==> src/rtl/store_buffer.sv <==
`default_nettype none
// ============================================================================
//  Module   : store_buffer
//  Purpose  : Circular FIFO of word stores sitting between the core's memory
//             stage and data memory. Stores are drained in program order, one
//             per cycle while the memory accepts them. When the buffer is full
//             the core is stalled.
//  Revision : 1.0  initial release
//
//  Parameters
//    DEPTH  number of buffered stores (power of two, 2..16)
//    AW     byte-address width
//    DW     store-data width
//
//  Ports
//    clk, reset                     clock, synchronous active-high reset
//    memwritem/aluresultm/writedatam store request, address, data from core
//    stallm                          core holds its memory stage while high
//    mem_wvalid/mem_waddr/mem_wdata  head entry toward data memory
//    mem_wready                      memory accepts head entry this cycle
//    ld_addr, ld_hit, ld_data        load-forwarding lookup
//    count, empty                    occupancy status
//
//  Configuration
//    STORE_BUF_FWD_EN  when defined, buffered stores are forwarded to loads
//                      by word address (youngest match wins); otherwise
//                      ld_hit/ld_data are tied to zero.
// ============================================================================
module store_buffer #(
  parameter int DEPTH = 4,
  parameter int AW    = 32,
  parameter int DW    = 32
) (
  input  logic                       clk,
  input  logic                       reset,
  input  logic                       memwritem,
  input  logic [AW-1:0]              aluresultm,
  input  logic [DW-1:0]              writedatam,
  output logic                       stallm,
  output logic                       mem_wvalid,
  output logic [AW-1:0]              mem_waddr,
  output logic [DW-1:0]              mem_wdata,
  input  logic                       mem_wready,
  input  logic [AW-1:0]              ld_addr,
  output logic                       ld_hit,
  output logic [DW-1:0]              ld_data,
  output logic [$clog2(DEPTH+1)-1:0] count,
  output logic                       empty
);

  localparam int PW = $clog2(DEPTH);
  localparam int CW = $clog2(DEPTH+1);

  logic [PW-1:0] head_q, head_d;
  logic [PW-1:0] tail_q, tail_d;
  logic [CW-1:0] count_q, count_d;
  logic [AW-1:0] addr_q [DEPTH];
  logic [DW-1:0] data_q [DEPTH];

  logic full;
  logic enq;
  logic deq;

  assign full  = (count_q == CW'(DEPTH));
  assign empty = (count_q == '0);
  assign count = count_q;

  // A dequeue in the same cycle does not make room: full is judged on the
  // registered count only, so a store arriving at a full buffer always stalls.
  assign enq    = memwritem && !full;
  assign stallm = memwritem && full;

  assign mem_wvalid = !empty;
  assign mem_waddr  = addr_q[head_q];
  assign mem_wdata  = data_q[head_q];
  // mem_wready is ignored while empty because mem_wvalid gates it.
  assign deq = mem_wvalid && mem_wready;

  always_comb begin
    head_d  = head_q;
    tail_d  = tail_q;
    count_d = count_q;
    if (enq) tail_d = tail_q + PW'(1);
    if (deq) head_d = head_q + PW'(1);
    case ({enq, deq})
      2'b10:   count_d = count_q + CW'(1);
      2'b01:   count_d = count_q - CW'(1);
      default: count_d = count_q;
    endcase
  end

  always_ff @(posedge clk) begin
    if (reset) begin
      head_q  <= '0;
      tail_q  <= '0;
      count_q <= '0;
    end else begin
      head_q  <= head_d;
      tail_q  <= tail_d;
      count_q <= count_d;
    end
  end

  // Entry storage is not reset; it is only observable through valid entries.
  always_ff @(posedge clk) begin
    if (!reset && enq) begin
      addr_q[tail_q] <= aluresultm;
      data_q[tail_q] <= writedatam;
    end
  end

`ifdef STORE_BUF_FWD_EN
  // Walk entries oldest to youngest from the head; a later match overrides an
  // earlier one, so the youngest matching store supplies ld_data. Only
  // registered entries are searched, so a same-cycle enqueue is not visible.
  always_comb begin
    logic [PW-1:0] idx;
    idx     = '0;
    ld_hit  = 1'b0;
    ld_data = '0;
    for (int k = 0; k < DEPTH; k++) begin
      idx = head_q + PW'(k);
      if ((CW'(k) < count_q) && (addr_q[idx][AW-1:2] == ld_addr[AW-1:2])) begin
        ld_hit  = 1'b1;
        ld_data = data_q[idx];
      end
    end
  end
`else
  logic unused_ld_addr;
  assign unused_ld_addr = ^ld_addr;
  assign ld_hit  = 1'b0;
  assign ld_data = '0;
`endif

endmodule
`default_nettype wire

==> config.mk <==
export PLATFORM = sky130hd
export DESIGN_NAME = store_buffer
export DESIGN_NICKNAME = d
export VERILOG_FILES = /design/src/rtl/store_buffer.sv
export SDC_FILE = /design/constraint.sdc
export NUM_CORES = 1
export LEC_CHECK = 0
export BUFFER_PORTS_ARGS = -buffer_cell sky130_fd_sc_hd__buf_2
export CAP_MARGIN = 20
export CELL_PAD_IN_SITES_DETAIL_PLACEMENT = 0
export CELL_PAD_IN_SITES_GLOBAL_PLACEMENT = 1
export CORE_UTILIZATION = 51
export CTS_CLUSTER_DIAMETER = 40
export DETAILED_ROUTE_END_ITERATION = 8
export PLACE_DENSITY = 0.86
export SLEW_MARGIN = 10
export SYNTH_ARGS = -nofsm -noshare
export SYNTH_HDL_FRONTEND = slang
export SYNTH_SLANG_ARGS = --single-unit
export TNS_END_PERCENT = 50
==> constraint.sdc <==
create_clock -name clk -period 13.3 [get_ports clk]
set_input_delay 0.665 -clock clk [delete_from_list [all_inputs] [get_ports clk]]
set_output_delay 0.665 -clock clk [all_outputs]
set_load 0.05 [all_outputs]
==> impl_metrics.json, run 1 <==
{
  "cts_hold_buf": 0,
  "via_per_inst": 5.27,
  "crit_type": "reg -> out",
  "synth_top_cell_by_area": "edfxtp_1",
  "synth_compound_area_share_pct": 0.436,
  "path_max_fanout": 36,
  "arrival_ns": 2.83,
  "gp_congestion": 0.749,
  "synthSimpleGateAreaFrac_pct": 1.05,
  "clock-sinks": 265,
  "pin_count": 203,
  "antenna_found_initial": 2,
  "ys_async_sr_fraction_pct": 0,
  "initial_utilization_pct": 52.8,
  "htree_num_levels": 1,
  "first_global_vias": 4796,
  "layout_min_cycle_time_ns": 3.50,
  "synthMuxAreaShare_pct": 14.6,
  "ys_seq_area_share_pct": 78.3,
  "finalWirelength_um": 16700,
  "synth.top_cell.area_share_pct": 76.5,
  "clockBufferDepth": 3,
  "status": "complete, no violations",
  "dieArea_um2": 20300,
  "vias": 4595,
  "wl_per_cell_um": 19.1,
  "p_leak_nw": 4.08,
  "postCtsSetupBuffers": 0,
  "setup_viol": 0,
  "dp_hpwl_um": 10100,
  "layout-drive-gt1-share_pct": 44.5,
  "hold_violations": 0,
  "cap_violations": 0,
  "synth_area_leaders": "edfxtp_1 (77%), mux4_2 (14%), buf_4 (2.5%), dfxtp_1 (1.8%), buf_12 (1.2%)",
  "power_density_nw_per_um2": 212,
  "max_freq_mhz": 286,
  "numPortBuffers": 137,
  "drtIter0Drc": 192,
  "synth_edf_count": 256,
  "antenna_left": 0,
  "cts_root_buf": "clkbuf_16",
  "synth_warnings": 0,
  "yosys.area_share.adder_pct": 0.822,
  "clkLatencyLatePin_ns": 0.53,
  "end_kind": "primary output",
  "dpl_cell_area_um2": 10900,
  "fp.dieW_um": 142,
  "clk_pin_slew_ns": 0.06,
  "yosys_most_used_dff": "edfxtp_1",
  "post-synth-top-count-cell": "edfxtp_1",
  "peakVddDrop_mv": 0.154,
  "placedCellCount": 815,
  "slew_viol_final": 0,
  "coreArea_um2": 19000,
  "synth-seq-cells": 265,
  "row_count": 50,
  "grt_usage_pct": 17.0,
  "nets": 693,
  "synthXorXnorAreaFrac_pct": 0.262,
  "finalNonFillerCells": 872,
  "rsz0062_at_grt": "false",
  "synthTopCellsByCount": "edfxtp_1 (256), mux4_2 (64), buf_4 (33)",
  "post_cts_resized": 0,
  "crit_required_ns": 12.64,
  "fin_util_pct": 62.5,
  "worstHoldPathType": "in -> reg",
  "cts_buffers": 30,
  "worstMarginPinSlew_ns": 0.974,
  "multiInputGateArea_um2": 1860,
  "avgSynthCellArea_um2": 23.7,
  "fin_setup_tns_ns": 0,
  "regArea_um2": 7880,
  "grt_max_degree": 65,
  "syn_inst": 424,
  "overflow": 0,
  "grt_pass1_wl_um": 26000,
  "stdcell_area_um2": 11900,
  "fin_skew_ns": 0.0114,
  "drtPass1Iterations": 4,
  "die_h_um": 142,
  "syn2layout_area_growth_pct": 18.4,
  "whs_ns": 0.354,
  "max_slew_margin_pct": 35.1,
  "ys_types": 29,
  "synth_top_family_by_area": "multiplexers",
  "netlist_area_um2": 10000,
  "cts_tree": "done",
  "startpoint_type": "flop",
  "drc": 0,
  "post-route-period-util_pct": 26.3,
  "fillers": 1344
}
power breakdown:
| part | leakage (nW) | internal, mW | total (mW) | switching, mW |
|---|---|---|---|---|
| logic | 1.18 | 0.212 | 0.679 | 0.466 |
| registers | 2.40 | 0.969 | 1.02 | 0.0513 |
| clock network | 0.493 | 0.510 | 0.827 | 0.317 |
| total | 4.08 | 1.69 | 2.53 | 0.835 |
sequential cells by signal (all words and copies together) (netlist names), named ones only:
name / flops
count: 3
data_q: 128
tail_q: 2
head_q: 2
addr_q: 128
critical path, cell delays in order (launching register included):
cell and delay [ns]:
dfxtp_4 0.74, buf_4 0.68, mux4_2 0.61, buf_2 0.23
worst paths after layout:
path,depth (start not counted),to,slack [ns],start
setup / recovery,3,mem_waddr[7],9.80,flop
hold / removal,1,addr_q[0][7],0.35,aluresultm[7]
setup reg to reg,9,count[2],11.05,count[1]
hold reg to reg,2,flop,0.52,head_q[1]
per-stage QoR:
stage	worst slack (ns)	power (mW)
2_1_floorplan	6.89	1.63
3_3_place_gp	10.27	1.72
3_5_place_dp	10.25	1.73
4_1_cts	9.68	2.56
5_1_grt	9.56	2.62
6_report	9.80	2.53
final cells by class:
class | instances | area share (%)
flip-flops and latches | 265 | 66.2
multi-input cells | 134 | 15.7
clock buffers | 38 | 6.75
repair buffers | 147 | 6.40
well taps | 260 | 2.74
clock inverters | 18 | 1.88
inverters | 9 | 0.284
diodes | 1 | 0.0211
cell usage in the layout (no fill, tap or decap), types with 2 or more instances in the layout:
cell and n:
o21ai_0 2, edfxtp_1 256, xor2_1 3, conb_1 33
bufinv_16 4, inv_8 2, nand2b_1 2, a21oi_1 3
clkinv_2 5, mux4_2 64, or3_1 2, clkbuf_16 31
buf_4 10, buf_2 137, nor2_1 7, ha_1 5
clkinvlp_4 4, dfxtp_1 7, clkbuf_1 7, inv_6 3
dfxtp_4 2, nor3b_2 4, inv_1 8
logic make-up after synthesis:
| logic type | count (synthesis) |
|---|---|
| adders and majority gates | 6 |
| and+or+nand+nor | 19 |
| xor gates and xnor gates | 3 |
| muxes | 66 |
| DFF | 265 |
| buffers and inverters | 57 |
| AOI/OAI and AO/OA | 7 |
| other | 1 |
per-layer routing:
layer | part of all wire [%] | wire [µm] | global-route usage, % | vias up
met5 | 0.072 | 12 | 0 | -
met4 | 1.4 | 237 | 3.96 | 2
met3 | 7.0 | 1170 | 4.44 | 29
met2 | 50 | 8410 | 28.7 | 167
met1 | 41 | 6860 | 22.2 | 2375
li1 | - | - | - | 2022
Note: power is estimated with default switching activity, not from simulation.
==> run 2: changes to the inputs <==
--- a/config.mk
+++ b/config.mk
@@ -5,14 +5,15 @@
 export SDC_FILE = /design/constraint.sdc
 export NUM_CORES = 1
 export LEC_CHECK = 0
+export ABC_AREA = 1
 export BUFFER_PORTS_ARGS = -buffer_cell sky130_fd_sc_hd__buf_2
 export CAP_MARGIN = 20
 export CELL_PAD_IN_SITES_DETAIL_PLACEMENT = 0
 export CELL_PAD_IN_SITES_GLOBAL_PLACEMENT = 1
-export CORE_UTILIZATION = 51
+export CORE_UTILIZATION = 45
 export CTS_CLUSTER_DIAMETER = 40
 export DETAILED_ROUTE_END_ITERATION = 8
-export PLACE_DENSITY = 0.86
+export PLACE_DENSITY = 0.81
 export SLEW_MARGIN = 10
 export SYNTH_ARGS = -nofsm -noshare
 export SYNTH_HDL_FRONTEND = slang
==> constraint.sdc (replaced) <==
create_clock -name clk -period 3.6 [get_ports clk]
set_input_delay 0.18 -clock clk [delete_from_list [all_inputs] [get_ports clk]]
set_output_delay 0.18 -clock clk [all_outputs]
set_load 0.05 [all_outputs]
==> impl_metrics.json, run 2 <==
{
  "status": "complete, no violations",
  "ys_seq_area_share_pct": 76.7,
  "dp_hpwl_um": 10400,
  "hold_violations": 0,
  "mostFrequentLayoutCells": "edfxtp_1 (256), nor2_1 (139), buf_2 (137)",
  "coreArea_um2": 22100,
  "netlist_area_um2": 10300,
  "layout_commonest_cell": "edfxtp_1",
  "synth-seq-cells": 265,
  "worstHoldPathType": "in -> reg",
  "antenna_left": 0,
  "ys_async_sr_fraction_pct": 0,
  "gp_congestion": 0.684,
  "p_total_mw": 9.45,
  "clockBufferDepth": 3,
  "crit_required_ns": 3.42,
  "die_h_um": 153,
  "synth.top_cell.area_share_pct": 75.0,
  "fp.dieW_um": 153,
  "numPortBuffers": 137,
  "initial_utilization_pct": 46.4,
  "clock-sinks": 265,
  "clk_pin_slew_ns": 0.06,
  "yosys_most_used_dff": "edfxtp_1",
  "worstMarginPinSlew_ns": 0.726,
  "finalWirelength_um": 20100,
  "nets": 1040,
  "synth_top_cell_by_area": "edfxtp_1",
  "path_max_fanout": 70,
  "fillers": 1777,
  "max_freq_mhz": 371,
  "post-place-ws_ns": 1.46,
  "layout-drive-gt1-share_pct": 21.4,
  "first_global_vias": 6052,
  "post-synth-top-count-cell": "edfxtp_1",
  "drtIter0Drc": 402,
  "vias": 6256,
  "antenna_found_initial": 1,
  "startpoint_type": "flop",
  "cts_tree": "done",
  "grt_usage_pct": 16.9,
  "syn2layout_area_growth_pct": 24.3,
  "layout_min_cycle_time_ns": 2.70,
  "setup_viol": 0,
  "cts_buffers": 31,
  "arrival_ns": 2.52,
  "grt_pass1_wl_um": 31200,
  "drc": 0,
  "power_density_nw_per_um2": 741,
  "synth_area_leaders": "edfxtp_1 (75%), nor2_1 (5.2%), o22ai_1 (3.9%), o21ai_0 (3.6%), buf_4 (2.9%)",
  "p_leak_nw": 4.60,
  "row_count": 54,
  "via_per_inst": 5.05,
  "cap_violations": 0,
  "synth_warnings": 0,
  "fin_skew_ns": 0.0105,
  "max_slew_margin_pct": 51.6,
  "placedCellCount": 1113,
  "synth_edf_count": 256,
  "syn_inst": 728,
  "pin_count": 203,
  "post-route-period-util_pct": 74.9,
  "htree_num_levels": 1,
  "wl_per_cell_um": 16.3,
  "fin_ws_ns": 0.904,
  "rsz0062_at_grt": "false",
  "peakVddDrop_mv": 0.654,
  "dieArea_um2": 23400,
  "post_cts_resized": 0,
  "cts_root_buf": "clkbuf_16",
  "synthTopCellsByCount": "edfxtp_1 (256), nor2_1 (143), o21ai_0 (74)",
  "end_kind": "primary output",
  "clkLatencyLatePin_ns": 0.53,
  "crit_type": "reg -> out",
  "ys_types": 21,
  "avgSynthCellArea_um2": 14.1,
  "overflow": 0,
  "drtPass1Iterations": 5,
  "grt_max_degree": 71,
  "slew_viol_final": 0,
  "finalNonFillerCells": 1238
}
==> run 2: cell count changes in the layout (fill, tap and decap cells not counted), sizes merged, moves of 3 or more <==
| cell | delta |
|---|---|
| mux4 | -64 |
| o21ai | +128 |
| nand2 | +13 |
| xor2 | -3 |
| inv | +12 |
| nand3 | +4 |
| dlygate4sd3 | +68 |
| o22ai | +64 |
| nor3b | -4 |
| bufinv | -3 |
| nor2 | +135 |
==> run 2: final timing paths <==
check           startpoint             to  slack [ns]  cells after the start
max                   flop   mem_wdata[8]        0.90                      5
min          writedatam[0]   data_q[3][0]        0.39                      2
max reg2reg       count[1]  addr_q[0][14]        1.52                      5
min reg2reg      tail_q[1]      tail_q[1]        0.52                      2
==> run 2: cell families (layout without fill, tap and decap cells) <==
family	count (synthesis)	count (layout)	share of synthesized area (%)
flops	265	265	76.7
compound gates	198	198	10.4
simple gates	163	163	6.05
buf+inv	95	292	5.91
fa+ha+maj	6	6	0.806
other cells	1	34	0.0366
==> run 2: critical path: stages, from the launching register on <==
cell and delay, ns:
dfxtp_4 0.45, inv_4 0.51, buf_12 0.38, nor2_1 0.07
o22ai_1 0.20, buf_2 0.31
==> run 2: cell type report <==
class / count / area [µm²] / area share (%)
inverters: 21 / 81.3 / 0.638
clock inverters: 18 / 164 / 1.29
multi-input cells: 400 / 1930 / 15.1
diodes: 1 / 2.50 / 0.0196
flip-flops and latches: 265 / 7870 / 61.8
well taps: 280 / 350 / 2.75
repair buffers: 215 / 1500 / 11.8
clock buffers: 38 / 842 / 6.61
==> run 2: through the flow <==
stage / cell area, µm² / hold WS [ns] / setup TNS [ns] / util, %
2_1_floorplan: 10400 / 0.258 / -193.17 / -
6_report: 12700 / 0.391 / 0 / 57.7
5_1_grt: 12700 / 0.391 / 0 / 57.7
3_3_place_gp: 11100 / 0.370 / 0 / 50.0
3_5_place_dp: 11100 / 0.372 / 0 / 50.0
4_1_cts: 12700 / 0.372 / 0 / 57.7
==> run 2: layer usage <==
| layer | GRT usage (%) | vias to the layer above | share of wire, % |
|---|---|---|---|
| met4 | 5.19 | 0 | 1.9 |
| met3 | 3.26 | 33 | 5.8 |
| met2 | 29.9 | 194 | 50 |
| met5 | 0 | - | 0 |
| met1 | 21.0 | 2977 | 42 |
| li1 | - | 3052 | - |
==> run 2: what timing repair did <==
action                                  in CTS  in global routing
hold buffers                                68                  0
setup buffers                                0                  0
endpoints found under the hold margin      263                  0
endpoints found under the setup margin       0                  0
==> run 2: where the power goes <==
group	switching (mW)	internal, mW	total [mW]
sequential	0.0810	3.57	3.65
clock	1.20	1.75	2.96
combinational	2.22	0.626	2.84
==> run 3: changes to the inputs <==
--- a/config.mk
+++ b/config.mk
@@ -5,15 +5,15 @@
 export SDC_FILE = /design/constraint.sdc
 export NUM_CORES = 1
 export LEC_CHECK = 0
-export ABC_AREA = 1
+export ABC_AREA = 0
 export BUFFER_PORTS_ARGS = -buffer_cell sky130_fd_sc_hd__buf_2
 export CAP_MARGIN = 20
 export CELL_PAD_IN_SITES_DETAIL_PLACEMENT = 0
 export CELL_PAD_IN_SITES_GLOBAL_PLACEMENT = 1
-export CORE_UTILIZATION = 45
+export CORE_UTILIZATION = 47
 export CTS_CLUSTER_DIAMETER = 40
 export DETAILED_ROUTE_END_ITERATION = 8
-export PLACE_DENSITY = 0.81
+export PLACE_DENSITY = 0.8
 export SLEW_MARGIN = 10
 export SYNTH_ARGS = -nofsm -noshare
 export SYNTH_HDL_FRONTEND = slang
==> constraint.sdc (replaced) <==
create_clock -name clk -period 2.7 [get_ports clk]
set_input_delay 0.135 -clock clk [delete_from_list [all_inputs] [get_ports clk]]
set_output_delay 0.135 -clock clk [all_outputs]
set_load 0.05 [all_outputs]
==> impl_metrics.json, run 3 (synthesis results as in run 1) <==
{
  "status": "complete, no violations",
  "cap_violations": 0,
  "coreArea_um2": 21000,
  "clockBufferDepth": 3,
  "via_per_inst": 5.09,
  "clock-sinks": 265,
  "vias": 4868,
  "insertedDiodeCount": 0,
  "slew_viol_final": 0,
  "antenna_left": 0,
  "cts_buffers": 35,
  "finalWirelength_um": 18200,
  "mostFrequentLayoutCells": "edfxtp_1 (256), buf_2 (137), mux4_2 (64), dlygate4sd3_1 (64), clkbuf_16 (36)",
  "numPortBuffers": 137,
  "fin_skew_ns": 0.0160,
  "syn2layout_area_growth_pct": 26.8,
  "drtPass1Iterations": 6,
  "grt_pass1_wl_um": 28100,
  "cts_tree": "done",
  "layout-drive-gt1-share_pct": 41.9,
  "fp.dieW_um": 148,
  "antenna_found_initial": 0,
  "row_count": 53,
  "rsz0062_at_grt": "false",
  "crit_path_cell_trace": "buf_4 -> mux4_2 -> buf_2",
  "initial_utilization_pct": 47.9,
  "worstMarginPinSlew_ns": 0.586,
  "peakVddDrop_mv": 0.748,
  "clkLatencyLatePin_ns": 0.50,
  "die_h_um": 148,
  "setup_viol": 0,
  "post_cts_resized": 0,
  "crit_type": "reg -> out",
  "first_global_vias": 5197,
  "dieArea_um2": 22000,
  "gp_congestion": 0.667,
  "stdcell_area_um2": 12700,
  "cp_slowest_stage_delay_ns": 0.60,
  "worstHoldPathType": "in -> reg",
  "post-place-ws_ns": 0.555,
  "htree_num_levels": 2,
  "cts_root_buf": "clkbuf_16",
  "power_density_nw_per_um2": 1010,
  "dpl_cell_area_um2": 10900,
  "max_slew_margin_pct": 61.0,
  "overflow": 0,
  "path_max_fanout": 28,
  "max_freq_mhz": 430,
  "nets": 763,
  "arrival_ns": 2.19,
  "p_leak_nw": 4.42,
  "end_kind": "primary output",
  "clk_pin_slew_ns": 0.06,
  "drtIter0Drc": 227,
  "grt_max_degree": 37,
  "startpoint_type": "flop",
  "post-route-period-util_pct": 86.0,
  "layout_min_cycle_time_ns": 2.32,
  "crit_required_ns": 2.57,
  "layout_commonest_cell": "edfxtp_1",
  "wl_per_cell_um": 19.0,
  "drc": 0,
  "dp_hpwl_um": 10400,
  "pin_count": 203,
  "cp_slowest_cell": "mux4_2",
  "hold_violations": 0,
  "grt_usage_pct": 17.1,
  "fin_ws_ns": 0.377
}
==> run 3: cell types whose count changed in the layout (fill, tap and decap cells not counted), sizes merged, moves of 3 or more <==
cell         delta
inv            -14
nand3           -4
o21ai         -128
o22ai          -64
nor2          -135
mux4           +64
xor2            +3
clkinv          +4
dlygate4sd3     -4
nor3b           +4
nand2          -13
==> run 3: timing repair <==
item | 4_1_cts | 5_1_grt
hold endpoints to repair | 256 | 0
hold buffers | 64 | 0
buffers inserted | 0 | 0
==> run 3: final timing paths <==
| path | start | to | slack [ns] | depth (start not counted) |
|---|---|---|---|---|
| hold / removal | reset | flop | 0.03 | 2 |
| hold reg to reg | head_q[1] | flop | 0.48 | 2 |
| setup / recovery | flop | mem_waddr[24] | 0.38 | 3 |
| setup reg to reg | count[1] | count[2] | 0.57 | 9 |
==> run 3: layout make-up <==
type / count / area [µm²]
Clock buffer: 39 / 922
Multi-Input combinational cell: 134 / 1890
Clock inverter: 22 / 220
Tap cell: 275 / 344
Fill cell: 1502 / 8220
Inverter: 9 / 33.8
Sequential cell: 265 / 7880
Timing Repair Buffer: 212 / 1430
==> run 3: metrics by stage <==
stage	std cells	hold WS, ns	total power [mW]	utilization [%]	setup TNS, ns
CTS	956	0.00420	13.1	60.8	0
finish	956	0.0277	12.9	60.8	0
global route	956	0.0273	13.4	60.8	0
detailed placement	831	0.353	8.60	52.3	0
floorplan	456	0.234	8.04	-	-62.00
global placement	831	0.345	8.54	52.3	0
==> run 3: critical path, delay by kind of cell (launching register included) <==
kind	cells	cell delay (ns)
muxes	1	0.60
buffers and inverters	2	0.71
DFF	1	0.35
==> run 3: report_power, final <==
part	switching [mW]	leakage [nW]	internal, mW
clock	1.68	0.542	2.69
sequential	0.113	2.40	4.78
combinational	2.50	1.48	1.15
==> run 3: routing by layer <==
metal	wire length [µm]	track usage [%]
met1	7710	22.2
met3	1010	4.26
met5	0	0
met2	9170	28.6
met4	307	4.90
